===== src/rtl/btb_predictor_if.sv =====
// Fetch/resolve-side bus of the branch target buffer.
// master: pipeline side (drives lookups, updates and flush, receives predictions).
// slave : the BTB itself.
interface btb_predictor_if #(
   parameter int CTR_W = 2
);
   logic             lookup_valid;
   logic [15:0]      lookup_pc;
   logic             pred_valid;
   logic             pred_hit;
   logic             pred_taken;
   logic [15:0]      pred_target;
   logic [CTR_W-1:0] pred_ctr;
   logic             upd_valid;
   logic [15:0]      upd_pc;
   logic             upd_taken;
   logic [15:0]      upd_target;
   logic             flush;

   modport master (
      output lookup_valid, lookup_pc, upd_valid, upd_pc, upd_taken, upd_target, flush,
      input  pred_valid, pred_hit, pred_taken, pred_target, pred_ctr
   );

   modport slave (
      input  lookup_valid, lookup_pc, upd_valid, upd_pc, upd_taken, upd_target, flush,
      output pred_valid, pred_hit, pred_taken, pred_target, pred_ctr
   );
endinterface


===== src/rtl/btb_predictor.sv =====
// Direct-mapped branch target buffer for the lc3b fetch stage.
// Registered lookup (one-cycle latency), trained by the resolve stage,
// cleared by flush. Optional macro BTB_BYPASS_EN forwards a same-cycle
// update on the looked-up index into the prediction.
module btb_predictor #(
   parameter int ENTRIES = 16,
   parameter int CTR_W   = 2
) (
   input  logic           clk,
   input  logic           reset_n,
   btb_predictor_if.slave bus
);
   localparam int IDX_W = $clog2(ENTRIES);
   localparam int TAG_W = 15 - IDX_W;
   localparam logic [CTR_W-1:0] CTR_MAX = {CTR_W{1'b1}};
   localparam logic [CTR_W-1:0] CTR_WT  = CTR_W'(1) << (CTR_W - 1);
   localparam logic [CTR_W-1:0] CTR_WNT = CTR_WT - CTR_W'(1);

   function automatic logic [CTR_W-1:0] ctr_sat_inc(input logic [CTR_W-1:0] c);
      if (c == CTR_MAX) begin
         return c;
      end else begin
         return c + CTR_W'(1);
      end
   endfunction

   function automatic logic [CTR_W-1:0] ctr_sat_dec(input logic [CTR_W-1:0] c);
      if (c == {CTR_W{1'b0}}) begin
         return c;
      end else begin
         return c - CTR_W'(1);
      end
   endfunction

   // Entry storage
   logic             valid_q  [ENTRIES];
   logic             valid_d  [ENTRIES];
   logic [TAG_W-1:0] tag_q    [ENTRIES];
   logic [TAG_W-1:0] tag_d    [ENTRIES];
   logic [15:0]      target_q [ENTRIES];
   logic [15:0]      target_d [ENTRIES];
   logic [CTR_W-1:0] ctr_q    [ENTRIES];
   logic [CTR_W-1:0] ctr_d    [ENTRIES];

   // Registered prediction
   logic             pred_valid_q, pred_valid_d;
   logic             pred_hit_q, pred_hit_d;
   logic             pred_taken_q, pred_taken_d;
   logic [15:0]      pred_target_q, pred_target_d;
   logic [CTR_W-1:0] pred_ctr_q, pred_ctr_d;

   logic [IDX_W-1:0] lk_idx_s, up_idx_s;
   logic [TAG_W-1:0] lk_tag_s, up_tag_s;
   logic             up_hit_s, up_we_s;
   logic             up_new_valid_s;
   logic [TAG_W-1:0] up_new_tag_s;
   logic [15:0]      up_new_target_s;
   logic [CTR_W-1:0] up_new_ctr_s;
   logic             rd_valid_s;
   logic [TAG_W-1:0] rd_tag_s;
   logic [15:0]      rd_target_s;
   logic [CTR_W-1:0] rd_ctr_s;
   logic             rd_hit_s;
   logic             unused_upd_pc0_s;

   // PC bit 0 never selects anything: instructions are word aligned.
   assign lk_idx_s         = bus.lookup_pc[IDX_W:1];
   assign lk_tag_s         = bus.lookup_pc[15:IDX_W+1];
   assign up_idx_s         = bus.upd_pc[IDX_W:1];
   assign up_tag_s         = bus.upd_pc[15:IDX_W+1];
   assign unused_upd_pc0_s = bus.upd_pc[0];
   assign up_we_s          = bus.upd_valid & ~bus.flush;

   // Post-update image of the entry addressed by the resolve stage
   always_comb begin
      up_hit_s        = valid_q[up_idx_s] && (tag_q[up_idx_s] == up_tag_s);
      up_new_valid_s  = valid_q[up_idx_s];
      up_new_tag_s    = tag_q[up_idx_s];
      up_new_target_s = target_q[up_idx_s];
      up_new_ctr_s    = ctr_q[up_idx_s];
      if (up_hit_s) begin
         if (bus.upd_taken) begin
            up_new_ctr_s    = ctr_sat_inc(ctr_q[up_idx_s]);
            up_new_target_s = bus.upd_target;
         end else begin
            up_new_ctr_s    = ctr_sat_dec(ctr_q[up_idx_s]);
         end
      end else if (bus.upd_taken) begin
         up_new_valid_s  = 1'b1;
         up_new_tag_s    = up_tag_s;
         up_new_target_s = bus.upd_target;
         up_new_ctr_s    = CTR_WT;
      end else begin
         up_new_valid_s  = valid_q[up_idx_s];
      end
   end

   // Next storage state: flush wins over a same-cycle update
   always_comb begin
      valid_d  = valid_q;
      tag_d    = tag_q;
      target_d = target_q;
      ctr_d    = ctr_q;
      if (bus.flush) begin
         for (int i = 0; i < ENTRIES; i++) begin
            valid_d[i] = 1'b0;
         end
      end else if (up_we_s) begin
         valid_d[up_idx_s]  = up_new_valid_s;
         tag_d[up_idx_s]    = up_new_tag_s;
         target_d[up_idx_s] = up_new_target_s;
         ctr_d[up_idx_s]    = up_new_ctr_s;
      end else begin
         valid_d = valid_q;
      end
   end

   // Entry read for the lookup, optionally forwarding the same-cycle update
   always_comb begin
      rd_valid_s  = valid_q[lk_idx_s];
      rd_tag_s    = tag_q[lk_idx_s];
      rd_target_s = target_q[lk_idx_s];
      rd_ctr_s    = ctr_q[lk_idx_s];
`ifdef BTB_BYPASS_EN
      if (up_we_s && (up_idx_s == lk_idx_s)) begin
         rd_valid_s  = up_new_valid_s;
         rd_tag_s    = up_new_tag_s;
         rd_target_s = up_new_target_s;
         rd_ctr_s    = up_new_ctr_s;
      end else begin
         rd_valid_s  = valid_q[lk_idx_s];
      end
`endif
   end

   // Prediction formation; all fields zero when no lookup is requested
   always_comb begin
      pred_valid_d  = 1'b0;
      pred_hit_d    = 1'b0;
      pred_taken_d  = 1'b0;
      pred_target_d = 16'h0000;
      pred_ctr_d    = {CTR_W{1'b0}};
      rd_hit_s      = rd_valid_s && (rd_tag_s == lk_tag_s);
      if (bus.lookup_valid) begin
         pred_valid_d = 1'b1;
         pred_hit_d   = rd_hit_s;
         pred_taken_d = rd_hit_s && rd_ctr_s[CTR_W-1];
         if (pred_taken_d) begin
            pred_target_d = rd_target_s;
         end else begin
            pred_target_d = bus.lookup_pc + 16'd2;
         end
         if (rd_hit_s) begin
            pred_ctr_d = rd_ctr_s;
         end else begin
            pred_ctr_d = {CTR_W{1'b0}};
         end
      end else begin
         pred_valid_d = 1'b0;
      end
   end

   // State and output registers; reset leaves every entry weakly not-taken and invalid
   always_ff @(posedge clk or negedge reset_n) begin
      if (!reset_n) begin
         for (int i = 0; i < ENTRIES; i++) begin
            valid_q[i]  <= 1'b0;
            tag_q[i]    <= {TAG_W{1'b0}};
            target_q[i] <= 16'h0000;
            ctr_q[i]    <= CTR_WNT;
         end
         pred_valid_q  <= 1'b0;
         pred_hit_q    <= 1'b0;
         pred_taken_q  <= 1'b0;
         pred_target_q <= 16'h0000;
         pred_ctr_q    <= {CTR_W{1'b0}};
      end else begin
         valid_q       <= valid_d;
         tag_q         <= tag_d;
         target_q      <= target_d;
         ctr_q         <= ctr_d;
         pred_valid_q  <= pred_valid_d;
         pred_hit_q    <= pred_hit_d;
         pred_taken_q  <= pred_taken_d;
         pred_target_q <= pred_target_d;
         pred_ctr_q    <= pred_ctr_d;
      end
   end

   assign bus.pred_valid  = pred_valid_q;
   assign bus.pred_hit    = pred_hit_q;
   assign bus.pred_taken  = pred_taken_q;
   assign bus.pred_target = pred_target_q;
   assign bus.pred_ctr    = pred_ctr_q;

endmodule


===== src/flat_wrapper.sv =====
// flat-port wrapper written by rule: the top's interface ports become plain ports
module btb_predictor_flat 
#(
   parameter int ENTRIES = 16,
   parameter int CTR_W   = 2
)
  (clk, reset_n, bus_lookup_valid, bus_lookup_pc, bus_upd_valid, bus_upd_pc, bus_upd_taken, bus_upd_target, bus_flush, bus_pred_valid, bus_pred_hit, bus_pred_taken, bus_pred_target, bus_pred_ctr);
  btb_predictor_if #(.CTR_W(CTR_W)) bus_i ();
  input  logic clk;
  input  logic reset_n;
  input wire logic [$bits(bus_i.lookup_valid)-1:0] bus_lookup_valid;
  input wire logic [$bits(bus_i.lookup_pc)-1:0] bus_lookup_pc;
  input wire logic [$bits(bus_i.upd_valid)-1:0] bus_upd_valid;
  input wire logic [$bits(bus_i.upd_pc)-1:0] bus_upd_pc;
  input wire logic [$bits(bus_i.upd_taken)-1:0] bus_upd_taken;
  input wire logic [$bits(bus_i.upd_target)-1:0] bus_upd_target;
  input wire logic [$bits(bus_i.flush)-1:0] bus_flush;
  output wire logic [$bits(bus_i.pred_valid)-1:0] bus_pred_valid;
  output wire logic [$bits(bus_i.pred_hit)-1:0] bus_pred_hit;
  output wire logic [$bits(bus_i.pred_taken)-1:0] bus_pred_taken;
  output wire logic [$bits(bus_i.pred_target)-1:0] bus_pred_target;
  output wire logic [$bits(bus_i.pred_ctr)-1:0] bus_pred_ctr;
  assign bus_i.lookup_valid = bus_lookup_valid;
  assign bus_i.lookup_pc = bus_lookup_pc;
  assign bus_i.upd_valid = bus_upd_valid;
  assign bus_i.upd_pc = bus_upd_pc;
  assign bus_i.upd_taken = bus_upd_taken;
  assign bus_i.upd_target = bus_upd_target;
  assign bus_i.flush = bus_flush;
  assign bus_pred_valid = bus_i.pred_valid;
  assign bus_pred_hit = bus_i.pred_hit;
  assign bus_pred_taken = bus_i.pred_taken;
  assign bus_pred_target = bus_i.pred_target;
  assign bus_pred_ctr = bus_i.pred_ctr;
  btb_predictor #(.ENTRIES(ENTRIES), .CTR_W(CTR_W)) u_core (.clk(clk), .reset_n(reset_n), .bus(bus_i));
endmodule

===== config.mk =====
export PLATFORM = sky130hd
export DESIGN_NAME = btb_predictor_flat
export DESIGN_NICKNAME = d
export VERILOG_FILES = /design/src/rtl/btb_predictor_if.sv /design/src/rtl/btb_predictor.sv /design/src/flat_wrapper.sv
export SDC_FILE = /design/constraint.sdc
export NUM_CORES = 1
export LEC_CHECK = 0
export ABC_AREA = 0
export CORE_UTILIZATION = 47
export CTS_BUF_LIST = sky130_fd_sc_hd__clkbuf_4 sky130_fd_sc_hd__clkbuf_8
export DETAILED_ROUTE_END_ITERATION = 10
export MAX_ROUTING_LAYER = met4
export SLEW_MARGIN = 40
export SYNTH_ARGS = -nofsm -noshare
export SYNTH_HDL_FRONTEND = slang
export SYNTH_SLANG_ARGS = --single-unit

===== constraint.sdc =====
create_clock -name clk -period 3.9 [get_ports clk]
set_input_delay 0.78 -clock clk [delete_from_list [all_inputs] [get_ports clk]]
set_output_delay 0.78 -clock clk [all_outputs]
set_load 0.01 [all_outputs]

==> results.ini, run 1 <==
[sta]
period_needed_ns = 3.52
fin_crit_sh = 0.904
drv_slew = 0
relSlewSlack = 0.454
finalSetupViolCount = 0
finalHoldViolCount = 0
tightestPinTransition_ns = 0.808
rsz0062_at_grt = false
fmax_mhz = 284
fin_skew_ns = 0.0393

[floorplanning]
die-width_um = 241
start_util = 0.476
core_sq_mm = 0.0565
io_pins = 75
placementRows = 87
die_area_sq_mm = 0.0582
die_h_um = 241

[synthesis]
avgSynthCellArea_sq_um = 11.7
yosysSeqAreaShare = 0.466
synth-edff-count = 0
synth-async-reset-ratio = 1.00
synth_area_sq_mm = 0.0269
ys.flop_type = dfrtp_1
synth_nets = 2361
synthCells = 2306
yosys_warnings = 0
yosys_register_bits = 500
yosysUniqueCellTypes = 69

[cts]
cts_buffers = 85
htreeDepth = 3
cts.sinks = 500
ctsResizeCount = 0
holdBufCountCts = 0
cts_root_buf = clkbuf_8
cts_setup_buffers = 0
max-clock-path-buffers = 3
cts_tree = yes
path_clk_slew_ns = 0.06
insertion_delay_ns = 0.69

[critical_path]
endpoint_kind = flop
cp_data_arrival_time_ns = 4.12
critical_path_required_ns = 4.49
path_max_fanout = 16
cp-start-kind = input port
criticalPathCategory = input port to flop

[power_and_ir_drop]
powerDensity_mw_per_mm2 = 517
irDropWorstVdd_uv = 226
p_leak_nw = 13.1
power_mw = 16.2

[drt]
postRouteAntennaNets = 0
drt_wl_total_um = 81400
first_pass_iters = 6
drcViolationCount = 0
viasPerCell = 6.18
drtIter0Drc = 1877
wl_per_cell_um = 25.0
vias = 20200

[run_status]
status = completed

[grt]
first_global_vias = 20400
grt_usage = 0.299
grt_antenna_before_repair = 2
grt_max_degree = 87
grt_pass1_wl_um = 124000
overflow = 0

[placement]
placed_area_sq_mm = 0.0296
io_buffer_count = 73
gp_congestion = 0.850
place_hpwl_um = 51000

[final_layout]
final_area_sq_mm = 0.0314
syn_to_final_growth_pct = 16.8
seq_area_sq_mm = 0.0125
nNetsFinal = 2493
drive_gt1_frac = 0.274
multi_input_area_sq_mm = 0.0134
n_fill_cell = 4725

[min_path]
hold_class = input port to async pin

[flow_run]
cap_violations = 0

==> sequential cells by signal (all words and copies together) (netlist names) <==
name / cells
u_core.target_q: 256
u_core.tag_q: 176
u_core.ctr_q: 32
u_core.bus.pred_target: 16
u_core.valid_q: 16
u_core.bus.pred_ctr: 2
u_core.bus.pred_hit: 1
u_core.bus.pred_valid: 1
==> power by group <==
part | switching (mW) | total (mW) | internal [mW]
Combinational | 1.89 | 4.04 | 2.14
Sequential | 0.852 | 7.19 | 6.34
Clock | 2.20 | 5.01 | 2.81
Total | 4.95 | 16.2 | 11.3
==> area by class of cell <==
cell class / count / area share
clock buffers: 139 / 0.0551
multi-input cells: 1584 / 0.427
well taps: 756 / 0.0301
diodes: 2 / 0.000159
inverters: 8 / 0.000956
flip-flops and latches: 500 / 0.399
clock inverters: 11 / 0.00271
repair buffers: 259 / 0.0850
==> logic make-up (layout without fill, tap and decap cells) <==
| family | after synthesis | count (layout) | synth area share |
|---|---|---|---|
| mux | 346 | 346 | 0.255 |
| other cells | 0 | 2 | 0 |
| simple gates | 661 | 661 | 0.104 |
| buf+inv | 222 | 417 | 0.0400 |
| flops | 500 | 500 | 0.466 |
| xor+xnor | 30 | 30 | 0.00977 |
| compound gates | 544 | 544 | 0.124 |
| fa+ha+maj | 3 | 3 | 0.00121 |
==> synth_stat cells (19+ instances only) <==
master    instances  area, sq um
clkbuf_1        128          480
o21ai_0         129          646
nand2_1         258          968
nor2_1          271         1020
buf_2            32          160
xnor2_1          21          184
a31oi_1          48          300
mux2i_1          73          731
o31ai_1          92          691
mux4_2          266         5990
buf_1            19         71.3
buf_4            25          188
a21oi_1         211         1060
nor3_1           44          220
dfrtp_1         484        12100
==> through the flow <==
stage | worst slack [ns] | cells | TNS, ns | hold WS [ns] | utilization
6_report | 0.376 | 3259 | 0 | 0.120 | 0.556
5_1_grt | 0.268 | 3259 | 0 | 0.175 | 0.556
4_1_cts | 0.426 | 3257 | 0 | 0.119 | 0.556
3_5_place_dp | -0.300 | 3107 | -28.99 | 0.467 | 0.524
3_3_place_gp | -0.326 | 3107 | -35.95 | 0.459 | 0.523
2_1_floorplan | 0.162 | 2306 | 0 | 0.448 | -
==> critical path: stages <==
cell             delay (ns)
clkdlybuf4s50_1        0.50
buf_12                 0.15
nor2b_1                0.07
buf_4                  0.16
a22o_1                 0.24
o21ai_0                0.25
or4b_4                 0.51
nor4_4                 0.32
o211a_1                0.24
buf_4                  0.18
buf_4                  0.14
mux2i_2                0.25
buf_12                 0.19
o21ai_0                0.10
==> per-layer routing <==
layer,vias to the layer above,GRT usage,share of wire
met5,-,-,0
li1,8872,-,-
met4,0,0.108,0.031
met3,160,0.0668,0.084
met1,10300,0.398,0.41
met2,808,0.452,0.47
==> layout by cell type, fill, tap and decap left out, types with 29 or more instances in the layout <==
master / Yosys / layout
dfrtp_1: 484 / 484
nor2_1: 271 / 267
mux4_2: 266 / 266
nand2_1: 258 / 253
a21oi_1: 211 / 211
buf_4: 25 / 144
o21ai_0: 129 / 129
clkbuf_8: 0 / 111
o31ai_1: 92 / 92
mux2i_1: 73 / 73
clkdlybuf4s50_1: 0 / 65
a31oi_1: 48 / 48
buf_12: 4 / 44
nor3_1: 44 / 37
clkbuf_4: 0 / 29
==> worst paths after layout <==
check                                       from                   end  slack (ns)  cells after the start
worst max register to register  u_core.tag_q[76]     u_core.tag_q[157]        0.59                      9
max in group asynchronous                reset_n  u_core.target_q[178]        2.77                      2
worst min register to register  u_core.ctr_q[18]      u_core.ctr_q[18]        0.47                      2
worst min-delay path                     reset_n      u_core.tag_q[82]        0.12                      1
worst max-delay path               bus_upd_pc[4]      u_core.ctr_q[24]        0.38                     14
min in group clk                u_core.ctr_q[18]      u_core.ctr_q[18]        0.47                      2
No activity file was read; power rests on OpenSTA's default activity.
==> run 2: changes to the inputs <==
CORE_UTILIZATION = 40   (was 47)
==> run 2 against run 1 <==
Clock power up 4.6%. Critical endpoint is now u_core.tag_q[4]. Sequential power about the same. The run now ends with design-rule violations left. Count of clock-buffer cells in the layout up 4. Total power up 1.4%.
==> results.ini, run 2 (synthesized netlist as in run 1, its figures left out) <==
[placement]
dp_cells = 3203
post-place-ws_ns = -0.167
place_hpwl_um = 51200
gp_congestion = 0.853
io_buffer_count = 73

[power_and_ir_drop]
p_leak_nw = 13.0
powerDensity_mw_per_mm2 = 522
power_mw = 16.5
irDropWorstVdd_uv = 266

[floorplanning]
die_area_sq_mm = 0.0683
io_pins = 75
core_sq_mm = 0.0661
die-width_um = 261
start_util = 0.407
die_h_um = 261
placementRows = 94

[cts]
insertion_delay_ns = 0.69
path_clk_slew_ns = 0.06
htreeDepth = 3
ctsResizeCount = 0
cts.sinks = 500
cts_root_buf = clkbuf_8
cts_tree = yes
cts_buffers = 85
cts_setup_buffers = 0
holdBufCountCts = 0
max-clock-path-buffers = 3

[critical_path]
cp-start-kind = input port
r2r-start = u_core.tag_q[76]
r2r_slack_ns = 0.70
critical_path_required_ns = 4.44
criticalPathCategory = input port to flop
slowest_delay_ns = 0.56
cp_data_arrival_time_ns = 3.94
reg2reg_depth = 9
path_cells = clkdlybuf4s50_1 > buf_4 > buf_4 > inv_2 > mux4_2 > nand2_1 > a41oi_1 > buf_4 > a2111oi_4 > o211a_1 > buf_4 > buf_4 > o221a_4 > o31ai_1
path_max_fanout = 16
reg2reg_to = u_core.tag_q[80]
crit_top_cell = buf_4
crit_slowest_cell = mux4_2
endpoint_kind = flop

[sta]
fin_crit_sh = 0.871
finalSetupViolCount = 0
period_needed_ns = 3.40
drv_slew = 0
fmax_mhz = 294
rsz0062_at_grt = false
tightestPinTransition_ns = 0.826
timing.setup.tns_ns = 0
fin_skew_ns = 0.0437
fin_ws_ns = 0.502
finalHoldViolCount = 0
relSlewSlack = 0.448

[final_layout]
final_cell_mix = 484 x dfrtp_1, 267 x nor2_1, 266 x mux4_2
syn_to_final_growth_pct = 17.1
n_fill_cell = 5875
finalCoreUtilization = 0.477
drive_gt1_frac = 0.272
largest_reg_flops = 256
nNetsFinal = 2482
final_common_cell = dfrtp_1
reg_top3 = u_core.target_q: 256 flops, u_core.tag_q: 176 flops, u_core.ctr_q: 32 flops
top_register = u_core.target_q
fin_cells = 3358

[drt]
drtIter0Drc = 1947
drt_wl_total_um = 81200
viasPerCell = 5.99
vias = 20100
postRouteAntennaNets = 0
first_pass_iters = 11
drcViolationCount = 5
wl_per_cell_um = 24.2

[flow_run]
cap_violations = 0

[grt]
overflow = 0
first_global_vias = 20400
grt_max_degree = 98
grt_pass1_wl_um = 125000
grt_antenna_before_repair = 2
grt_usage = 0.252

[min_path]
hold_class = input port to async pin

[run_status]
violations = design-rule violations
status = finished, violations left

[run 2: routing by layer]
| metal | global-route usage | part of all wire | up-vias | wire length [um] |
|---|---|---|---|---|
| met4 | 0.0835 | 0.028 | 0 | 2240 |
| met5 | - | 0 | - | 0 |
| met2 | 0.392 | 0.48 | 813 | 38900 |
| met3 | 0.0384 | 0.069 | 156 | 5640 |
| li1 | - | - | 8842 | - |
| met1 | 0.340 | 0.42 | 10300 | 34500 |
[run 2: worst max-delay path by stage]
stage | cells after the start | slack (ns) | startpoint | endpoint
finish | 14 | 0.50 | bus_upd_pc[4] | u_core.tag_q[4]
global route | 15 | 0.31 | bus_upd_pc[4] | u_core.tag_q[28]
CTS | 14 | 0.56 | bus_upd_pc[4] | u_core.tag_q[76]
detailed placement | 14 | -0.17 | bus_upd_pc[4] | u_core.tag_q[4]
global placement | 12 | -0.21 | bus_upd_pc[4] | u_core.tag_q[18]
floorplan | 10 | 0.16 | bus_lookup_pc[1] | u_core.bus.pred_target[0]
[run 2: area by class of cell]
type | count | area (sq um) | share of cell area
multi-input cells | 1584 | 13400 | 0.426
clock inverters | 9 | 98.8 | 0.00314
diodes | 2 | 5.00 | 0.000159
flip-flops and latches | 500 | 12500 | 0.398
repair buffers | 248 | 2530 | 0.0804
clock buffers | 143 | 1810 | 0.0575
well taps | 864 | 1080 | 0.0343
inverters | 8 | 30.0 | 0.000953
[run 2: where the power goes]
part	switching (mW)	internal, mW
clock network	2.25	2.99
logic	1.88	2.15
registers	0.851	6.34
total	4.97	11.5
[run 2: critical path, delay by kind of cell]
kind	cells	cell delay, ns
AOI/OAI and AO/OA	5	1.11
muxes	1	0.56
and+or+nand+nor	1	0.13
buffers and inverters	7	1.36
[run 2: stage by stage]
| stage | hold WS (ns) | instance area [sq um] |
|---|---|---|
| floorplan | 0.448 | 26900 |
| global placement | 0.457 | 29500 |
| detailed placement | 0.468 | 29600 |
| CTS | 0.174 | 31500 |
| global route | 0.0205 | 31500 |
| finish | 0.0137 | 31500 |
